`src/rtl/ddr_ring_buffer_ctrl_pkg.sv`:
```
// Purpose : shared definitions for the DDR ring buffer run-control sequencer
//           (FSM state encoding, error codes, config validity check).
// Users   : ddr_ring_buffer_ctrl, host register map, verification bench.
package ddr_ring_buffer_ctrl_pkg;

  typedef enum logic [2:0] {
    ST_IDLE  = 3'd0,
    ST_RESET = 3'd1,
    ST_RUN   = 3'd2,
    ST_DRAIN = 3'd3,
    ST_ERR   = 3'd4
  } state_e;

  localparam logic [1:0] ERR_NONE      = 2'b00;
  localparam logic [1:0] ERR_BAD_CFG   = 2'b01;
  localparam logic [1:0] ERR_DATA_LOSS = 2'b10;
  localparam logic [1:0] ERR_DRAIN_TMO = 2'b11;

  // A ring config is usable when it has at least one slot, its base is
  // burst aligned, and the base lies entirely inside the address mask.
  function automatic logic cfg_is_valid(input logic [31:0] len,
                                        input logic [31:0] base,
                                        input logic [31:0] mask,
                                        input logic [31:0] align_mask);
    return (len != 32'd0) &&
           ((base & align_mask) == 32'd0) &&
           ((base & ~mask) == 32'd0);
  endfunction

endpackage

```
`src/rtl/ddr_ring_buffer_ctrl.sv`:
```
// Purpose : run-control sequencer for the DDR ring buffer: latch/check config,
//           timed soft reset, run with EOB acknowledge/IRQ, drain on STOP.
// Latency : every output is registered, 1 cycle from the causing input.
// Flow    : no backpressure; EOB is a level handshake (RB_DDR_EOB held by the
//           ring buffer until RB_CLEAR_EOB pulses).
// Ports   : CLK/RSTN; START/STOP pulses and CFG_* from the host; RB_* pins to
//           the ring buffer; BUSY/DONE/ERROR/ERR_CODE/EOB_COUNT/IRQ status.
module ddr_ring_buffer_ctrl
  import ddr_ring_buffer_ctrl_pkg::*;
#(
  parameter int unsigned DATA_WIDTH      = 32,
  parameter int unsigned DRAIN_BURST_LEN = 128,
  parameter int unsigned SOFT_RST_CYCLES = 16,
  parameter int unsigned DRAIN_TIMEOUT   = 65535
) (
  input  logic        CLK,
  input  logic        RSTN,
  input  logic        START,
  input  logic        STOP,
  input  logic [31:0] CFG_RING_BUFFER_LEN,
  input  logic [31:0] CFG_BASE_ADDR,
  input  logic [31:0] CFG_ADDR_MASK,
  output logic [31:0] RB_RING_BUFFER_LEN,
  output logic [31:0] RB_AXI_BASE_ADDR,
  output logic [31:0] RB_AXI_ADDR_MASK,
  output logic        RB_SOFT_RSTN,
  input  logic        RB_DDR_EOB,
  output logic        RB_CLEAR_EOB,
  input  logic        RB_EMPTY,
  input  logic        RB_DATA_LOSS,
  output logic        BUSY,
  output logic        DONE,
  output logic        ERROR,
  output logic [1:0]  ERR_CODE,
  output logic [31:0] EOB_COUNT,
  output logic        IRQ
);

  localparam int unsigned BURST_BYTES = DRAIN_BURST_LEN * DATA_WIDTH / 8;
  localparam logic [31:0] ALIGN_MASK  = 32'(BURST_BYTES - 1);
  localparam logic [31:0] RST_LAST    = 32'(SOFT_RST_CYCLES - 1);
  localparam logic [31:0] TMO_LAST    = 32'(DRAIN_TIMEOUT - 1);

  state_e      state_q,     state_d;
  logic [31:0] timer_q,     timer_d;
  logic [31:0] eob_cnt_q,   eob_cnt_d;
  logic        clear_eob_q, clear_eob_d;
  logic        irq_q,       irq_d;
  logic        done_q,      done_d;
  logic [1:0]  err_code_q,  err_code_d;
  logic [31:0] ring_len_q,  ring_len_d;
  logic [31:0] base_q,      base_d;
  logic [31:0] mask_q,      mask_d;

  always_comb begin
    state_d     = state_q;
    timer_d     = timer_q;
    eob_cnt_d   = eob_cnt_q;
    clear_eob_d = 1'b0;
    irq_d       = 1'b0;
    done_d      = 1'b0;
    err_code_d  = err_code_q;
    ring_len_d  = ring_len_q;
    base_d      = base_q;
    mask_d      = mask_q;

    case (state_q)
      ST_IDLE: begin
        // STOP beats a coincident START; the START is simply dropped.
        if (!STOP && START) begin
          ring_len_d = CFG_RING_BUFFER_LEN;
          base_d     = CFG_BASE_ADDR;
          mask_d     = CFG_ADDR_MASK;
          eob_cnt_d  = 32'd0;
          err_code_d = ERR_NONE;
          if (cfg_is_valid(CFG_RING_BUFFER_LEN, CFG_BASE_ADDR, CFG_ADDR_MASK, ALIGN_MASK)) begin
            state_d = ST_RESET;
            timer_d = 32'd0;
          end else begin
            state_d    = ST_ERR;
            err_code_d = ERR_BAD_CFG;
          end
        end
      end

      ST_RESET: begin
        if (STOP) begin
          state_d = ST_IDLE;
        end else if (timer_q == RST_LAST) begin
          state_d = ST_RUN;
          timer_d = 32'd0;
        end else begin
          timer_d = timer_q + 32'd1;
        end
      end

      ST_RUN: begin
        if (RB_DATA_LOSS) begin
          state_d    = ST_ERR;
          err_code_d = ERR_DATA_LOSS;
        end else if (STOP) begin
          state_d = ST_DRAIN;
          timer_d = 32'd0;
        end
      end

      ST_DRAIN: begin
        if (RB_DATA_LOSS) begin
          state_d    = ST_ERR;
          err_code_d = ERR_DATA_LOSS;
        end else if (RB_EMPTY) begin
          state_d = ST_IDLE;
          done_d  = 1'b1;
        end else if (timer_q == TMO_LAST) begin
          state_d    = ST_ERR;
          err_code_d = ERR_DRAIN_TMO;
        end else begin
          timer_d = timer_q + 32'd1;
        end
      end

      ST_ERR: begin
        if (STOP) begin
          state_d = ST_IDLE;
        end
      end

      default: state_d = ST_IDLE;
    endcase

    // EOB acknowledge. While clear_eob_q is high the ring buffer has not yet
    // seen the clear, so the still-high flag must not be counted again. An EOB
    // coinciding with leaving the active states is left unacknowledged.
    if ((state_q == ST_RUN || state_q == ST_DRAIN) &&
        (state_d == ST_RUN || state_d == ST_DRAIN) &&
        RB_DDR_EOB && !clear_eob_q) begin
      clear_eob_d = 1'b1;
      irq_d       = 1'b1;
      if (eob_cnt_q != 32'hFFFF_FFFF) begin
        eob_cnt_d = eob_cnt_q + 32'd1;
      end
    end
  end

  always_ff @(posedge CLK or negedge RSTN) begin
    if (!RSTN) begin
      state_q     <= ST_IDLE;
      timer_q     <= 32'd0;
      eob_cnt_q   <= 32'd0;
      clear_eob_q <= 1'b0;
      irq_q       <= 1'b0;
      done_q      <= 1'b0;
      err_code_q  <= ERR_NONE;
      ring_len_q  <= 32'd0;
      base_q      <= 32'd0;
      mask_q      <= 32'd0;
    end else begin
      state_q     <= state_d;
      timer_q     <= timer_d;
      eob_cnt_q   <= eob_cnt_d;
      clear_eob_q <= clear_eob_d;
      irq_q       <= irq_d;
      done_q      <= done_d;
      err_code_q  <= err_code_d;
      ring_len_q  <= ring_len_d;
      base_q      <= base_d;
      mask_q      <= mask_d;
    end
  end

  // Status decodes come straight off the state register, so they carry the
  // same one-cycle latency as the other registered outputs.
  assign RB_SOFT_RSTN       = (state_q == ST_RUN) || (state_q == ST_DRAIN);
  assign BUSY               = (state_q == ST_RESET) || (state_q == ST_RUN) || (state_q == ST_DRAIN);
  assign ERROR              = (state_q == ST_ERR);
  assign DONE               = done_q;
  assign ERR_CODE           = err_code_q;
  assign EOB_COUNT          = eob_cnt_q;
  assign IRQ                = irq_q;
  assign RB_CLEAR_EOB       = clear_eob_q;
  assign RB_RING_BUFFER_LEN = ring_len_q;
  assign RB_AXI_BASE_ADDR   = base_q;
  assign RB_AXI_ADDR_MASK   = mask_q;

endmodule

```
`config.mk`:
```
export PLATFORM = sky130hd
export DESIGN_NAME = ddr_ring_buffer_ctrl
export DESIGN_NICKNAME = d
export VERILOG_FILES = /design/src/rtl/ddr_ring_buffer_ctrl_pkg.sv /design/src/rtl/ddr_ring_buffer_ctrl.sv
export SDC_FILE = /design/constraint.sdc
export NUM_CORES = 1
export LEC_CHECK = 0
export ABC_CLOCK_PERIOD_IN_PS = 3600
export BUFFER_PORTS_ARGS = -buffer_cell sky130_fd_sc_hd__buf_2
export CAP_MARGIN = 30
export CORE_ASPECT_RATIO = 0.6
export CORE_MARGIN = 2
export CORE_UTILIZATION = 40
export CTS_BUF_LIST = sky130_fd_sc_hd__clkbuf_4
export DETAILED_ROUTE_END_ITERATION = 8
export GPL_TIMING_DRIVEN = 0
export PLACE_DENSITY_LB_ADDON = 0.08
export SETUP_SLACK_MARGIN = 0.1
export SYNTH_ARGS = -nofsm -noshare
export SYNTH_HDL_FRONTEND = slang
export SYNTH_SLANG_ARGS = --single-unit
```
`constraint.sdc`:
```
create_clock -name CLK -period 3.6 [get_ports CLK]
set_clock_uncertainty 0.2 [all_clocks]
set_input_delay 0.54 -clock CLK [delete_from_list [all_inputs] [get_ports CLK]]
set_output_delay 0.54 -clock CLK [all_outputs]
set_load 0.02 [all_outputs]
```
==> impl_metrics.toml, run 1 <==
[placed_design]
dp_cells = 1455
gp_congestion = 0.8321
port_buffers = 238
dp_hpwl_um = 19420

[route]
drt_iter0_markers = 689
vias = 8207
drcViolationCount = 0
wl_um = 26750
dr.pass1.iters = 5
viasPerCell = 5.198
drtAntennaViolNets = 0
wl_per_cell_um = 16.94

[job]
maxCapViolCount = 0

[min_path]
hold_class = "in2reg"
hold-path-cell-count = 3
hold_start = "CFG_ADDR_MASK[0]"
holdPathEnd = "RB_AXI_ADDR_MASK[0]"

[critical_path]
critPathMaxFanout = 10
required_ps = 3870
ff2ff_setup_slack_ps = 490
regToRegStartpoint = "EOB_COUNT[13]"
crit_path_start_kind = "input port"
r2r-end = "EOB_COUNT[2]"
cp-end-kind = "register"
worst_ep_arrival_time_ps = 3430
cp-startpoint = "CFG_BASE_ADDR[18]"
crit_type = "in2reg"
r2r_cells = 7

[logic_synthesis]
ys.flop_type = "dfrtp_1"
yosys.area_share.simple_pct = 29.44
syn_inst = 942
seq_area_frac_synth_pct = 50.56
synth_compound_area_share_pct = 13.64
ys_top_cells_by_area = "dfrtp_1 (51%), nand2_1 (14%), a221o_1 (3.1%)"
synth_adder_area_share_pct = 0.4541
synthArstFlopShare_pct = 100.0
synth.distinct_cells = 60
yosys.area.top_type = "dfrtp_1"
synth_xor_area_share_pct = 0.5298
synth-edff-count = 0
synth_top_family_by_area = "simple AND/OR/NAND/NOR gates"
synthesis.nets = 1048
muxShareOfSynthArea_pct = 1.014
ys_warn_count = 0
yosysTopAreaCellShare_pct = 50.56
synth.avg_cell_area_um2 = 8.774
syn_area_um2 = 8265
ys_seq_elements = 167

[timing]
fin_crit_sh_pct = 87.79
rsz0062_at_grt = "false"
holdWs_ps = 47.35
max_slew_margin_pct = 37.18
max_freq_ghz = 0.3164
finalMaxSlewViolations = 0
tightest_slew_ps = 935.1
hold_violations = 0
period_needed_ps = 3160
setup_viol_count_final = 0

[die]
ioPinCount = 239
fp.dieH_um = 115.3
rows = 40
die_w_um = 189.6
initial_core_util_pct = 41.08
die_area_um2 = 21870
core_um2 = 20120

[power]
p_comb_share_pct = 24.1
power_density_nw_per_um2 = 387.2
switchingPower_w = 0.001432
power_frac_clock_pct = 24.5
power_frac_seq_pct = 51.5
swShare_pct = 33.59
vdd_drop_max_v = 0.0002306
internal_power_w = 0.002830
post-layout-total-power_w = 0.004262
leakage_nw = 5.579

[clocking]
numCtsBuffers = 17
cts_root_buf = "clkbuf_4"
cts_tree = "built"
cts_htree_levels = 4
clk_path_buf_depth = 2
post_cts_buffers = 0
cts-hold-fix-buffers = 93
clkLatencyLatePin_ps = 590
cts_resized = 0
cts.clk_slew.worst_paths_ps = 140
cts.sinks = 167

[global_route]
first_global_vias = 7566
antenna_found_initial = 0
grt_max_degree = 94
grt_overflow_total = 0
grt_pass1_wl_um = 41410
grtUsageTotal_pct = 24.50

[outcome]
status = "completed"

[cells_and_area]
instances_no_fill = 1579
syn_to_final_growth_pct = 33.15
antenna_cells = 0
layout-drive-gt1-share_pct = 23.81
fin_nets = 1400
## through the flow
step           worst slack (ps)  setup TNS [ps]  instance area [um^2]  utilization (%)
2_1_floorplan              1010               0                  8265                -
3_3_place_gp              -1015         -166410                  9798            48.70
3_5_place_dp              385.4               0                  9839            48.91
4_1_cts                   481.1               0                 11010            54.70
5_1_grt                   280.0               0                 11010            54.70
6_report                  439.6               0                 11010            54.70
## critical path: stages
cell and delay [ps]:
dlygate4sd3_1 530, buf_2 130, nor2b_1 120, a2111oi_0 500, buf_1 210, nand4_1 160, nor4_4 490, o21ai_4 190
buf_6 200, a221o_1 350
## worst max-delay path by stage
stage	to	cells past startpoint
floorplan	timer_q[13]	7
global placement	RB_RING_BUFFER_LEN[6]	1
detailed placement	timer_q[19]	9
CTS	timer_q[19]	10
global route	timer_q[2]	9
finish	timer_q[21]	10
## kinds of logic (layout without fill, tap and decap cells)
kind of cell	count (synthesis)	after routing
buffers and inverters	80	444
AOI/OAI and AO/OA	150	150
adders and majority gates	3	3
muxes	8	8
xor gates and xnor gates	5	5
and+or+nand+nor	529	529
DFF	167	167
## power by group through the flow
stage	Combinational, W	Clock [W]	Sequential (W)
floorplan	0.000246	0	0.00249
global placement	0.000941	0	0.00222
global route	0.00112	0.00114	0.00222
detailed placement	0.000953	0	0.00222
CTS	0.00103	0.00106	0.00219
finish	0.00102	0.00104	0.00219
## sequential cells by signal, summed over array words and instances, names as in the netlist
register,count
EOB_COUNT,32
RB_AXI_ADDR_MASK,32
RB_AXI_BASE_ADDR,32
RB_RING_BUFFER_LEN,32
timer_q,32
state_q,3
ERR_CODE,2
DONE,1
IRQ,1
## final cells by class
class / instances / area (um^2)
fillers: 1895 / 9114
flip-flops and latches: 167 / 4179
multi-input cells: 695 / 3726
repair buffers: 333 / 2163
well taps: 273 / 341.6
plain buffers: 45 / 224.0
clock buffers: 24 / 180.2
inverters: 35 / 136.4
clock inverters: 7 / 55.05
## Yosys cell counts, types with 8 or more instances
cell	instances
inv_1	34
o21ai_0	37
nor4_1	26
nand3_1	26
nor2_1	42
o21a_1	10
nor3_1	31
o211ai_1	8
buf_2	11
nand2_1	311
nor2b_1	22
dfrtp_1	167
clkbuf_1	27
a31oi_1	8
a21oi_1	18
and3_1	16
a221o_1	26
nand4_1	19
## routing by layer
metal	up-vias	track usage, %	share of wire, %
li1	3982	-	-
met5	-	0	0
met2	288	33.02	40
met1	3893	37.51	50
met4	0	8.114	2.3
met3	44	6.593	7.6
## layout by cell type, fill, tap and decap left out, drive strengths merged, types with 5 or more instances in the layout
master and n:
clkinv 7, a21oi 19, and2 6, a31oi 8, o21ai 39, a211o 5
a21o 6, dlygate4sd3 93, nor2 43, nand4 19, dfrtp 167, buf 258
a221o 26, o21a 10, inv 34, a2111oi 6, nand3 27, or3 7
nor2b 22, nand2 311, mux2i 5, clkbuf 51, and3 16, o211ai 8
nor3 31, nor4 31, or2 7
No activity file was read; power rests on OpenSTA's default activity.
==> run 2: changes to the inputs <==
--- a/config.mk
+++ b/config.mk
@@ -6,7 +6,7 @@
 export NUM_CORES = 1
 export LEC_CHECK = 0
 export ABC_CLOCK_PERIOD_IN_PS = 3600
-export BUFFER_PORTS_ARGS = -buffer_cell sky130_fd_sc_hd__buf_2
+export BUFFER_PORTS_ARGS = -buffer_cell sky130_fd_sc_hd__buf_4
 export CAP_MARGIN = 30
 export CORE_ASPECT_RATIO = 0.6
 export CORE_MARGIN = 2
@@ -15,6 +15,7 @@
 export DETAILED_ROUTE_END_ITERATION = 8
 export GPL_TIMING_DRIVEN = 0
 export PLACE_DENSITY_LB_ADDON = 0.08
+export REMOVE_ABC_BUFFERS = 1
 export SETUP_SLACK_MARGIN = 0.1
 export SYNTH_ARGS = -nofsm -noshare
 export SYNTH_HDL_FRONTEND = slang
==> impl_metrics.toml, run 2 (same netlist as run 1, synthesis figures left out) <==
[timing]
holdWs_ps = 52.01
max_freq_ghz = 0.3025
period_needed_ps = 3306
hold_violations = 0
max_slew_margin_pct = 35.74
setup_ws_ps = 294.3
fin_tns_setup_ps = 0
finalMaxSlewViolations = 0
fin_crit_sh_pct = 91.82
tightest_slew_ps = 956.6
setup_viol_count_final = 0
rsz0062_at_grt = "false"

[cells_and_area]
fin_nets = 1362
final_cell_mix = "nand2_1 (311), buf_4 (238), dfrtp_1 (167), dlygate4sd3_1 (96), nor2_1 (42)"
utilization_pct = 57.64
syn_to_final_growth_pct = 40.30
final_common_cell = "nand2_1"
antenna_cells = 0
instances_no_fill = 1542
layout-drive-gt1-share_pct = 24.19

[placed_design]
dp_cells = 1414
pre_cts_slack_ps = -98.48
dp_hpwl_um = 18350
port_buffers = 238
gp_congestion = 0.8172

[critical_path]
crit_type = "reg2reg"
crit_path_start_kind = "register"
worst_ep_arrival_time_ps = 3640
critPathMaxFanout = 24
cp-end-kind = "register"
required_ps = 3930

[route]
wl_per_cell_um = 17.53
dr.pass1.iters = 6
vias = 7925
drt_iter0_markers = 656
drtAntennaViolNets = 0
wl_um = 27030
viasPerCell = 5.139
drcViolationCount = 0

[global_route]
grt_pass1_wl_um = 42150
grt_overflow_total = 0
first_global_vias = 7375
antenna_found_initial = 0
grtUsageTotal_pct = 24.71
grt_max_degree = 114

[job]
maxCapViolCount = 0

[min_path]
hold_class = "in2reg"

[die]
fp.dieH_um = 115.3
die_w_um = 189.6
rows = 40
ioPinCount = 239
die_area_um2 = 21870
core_um2 = 20120
initial_core_util_pct = 41.08

[clocking]
numCtsBuffers = 17
cts_tree = "built"
cts.sinks = 167
cts_root_buf = "clkbuf_4"
clk_path_buf_depth = 2
cts.clk_slew.worst_paths_ps = 140
cts_htree_levels = 4
clkLatencyLatePin_ps = 600

[power]
power_density_nw_per_um2 = 398.5
vdd_drop_max_v = 0.0002030
leakage_nw = 5.673

[outcome]
status = "completed"
[run 2: cell types whose count changed in the layout (fill, tap and decap cells not counted), sizes merged]
cell	before	now
dlygate4sd3	93	96
bufinv	1	3
clkinv	7	5
clkbuf	51	19
buf	258	244
inv	34	38
clkinvlp	0	2
[run 2: cell type report]
| cell class | count | area (um^2) |
|---|---|---|
| Clock buffer | 19 | 142.6 |
| Clock inverter | 13 | 170.2 |
| Fill cell | 1780 | 8523 |
| Inverter | 35 | 136.4 |
| Multi-Input combinational cell | 695 | 3759 |
| Sequential cell | 167 | 4179 |
| Tap cell | 273 | 341.6 |
| Timing Repair Buffer | 340 | 2868 |
[run 2: per-layer routing]
metal,track usage [%],routed length [um],vias to the layer above
met1,37.90,13430,3742
met5,0,0,-
met2,35.34,11500,261
li1,-,-,3905
met4,5.426,270,0
met3,5.617,1831,17
[run 2: worst paths after layout]
check	cells past startpoint	slack [ps]	endpoint	start
setup / recovery	8	290	EOB_COUNT[21]	timer_q[12]
hold / removal	3	50	RB_AXI_ADDR_MASK[5]	CFG_ADDR_MASK[5]
min in group asynchronous	2	260	timer_q[9]	RSTN
hold reg to reg	1	290	timer_q[31]	timer_q[31]
max in group asynchronous	3	1970	RB_AXI_BASE_ADDR[3]	RSTN
setup reg to reg	8	290	EOB_COUNT[21]	timer_q[12]
[run 2: critical path, stage by stage (launching register included)]
cell      delay (ps)
dfrtp_1          480
nand4_1          360
nor4_2           490
a21o_1           220
a2111o_2         510
clkinv_4         200
a21oi_2          370
buf_8            220
a221o_1          160
[run 2: where the power goes]
part	leakage, nW	switching [W]	internal [W]	total (W)
Sequential	2.15	0.000116	0.00208	0.00220
Clock	0.166	0.000723	0.000507	0.00123
Combinational	3.35	0.000680	0.000512	0.00119
[run 2: repair_timing]
action                                  CTS  global route
endpoints found under the setup margin    0            19
hold buffers                             96             0
endpoints found under the hold margin   149             0
resized for setup                         0             3
setup buffers                             0             0
[run 2: per-stage QoR]
step	area (um^2)	total power (W)
floorplan	8041	0.002725
global placement	10170	0.003326
detailed placement	10320	0.003340
CTS	11590	0.004655
global route	11600	0.004857
finish	11600	0.004621
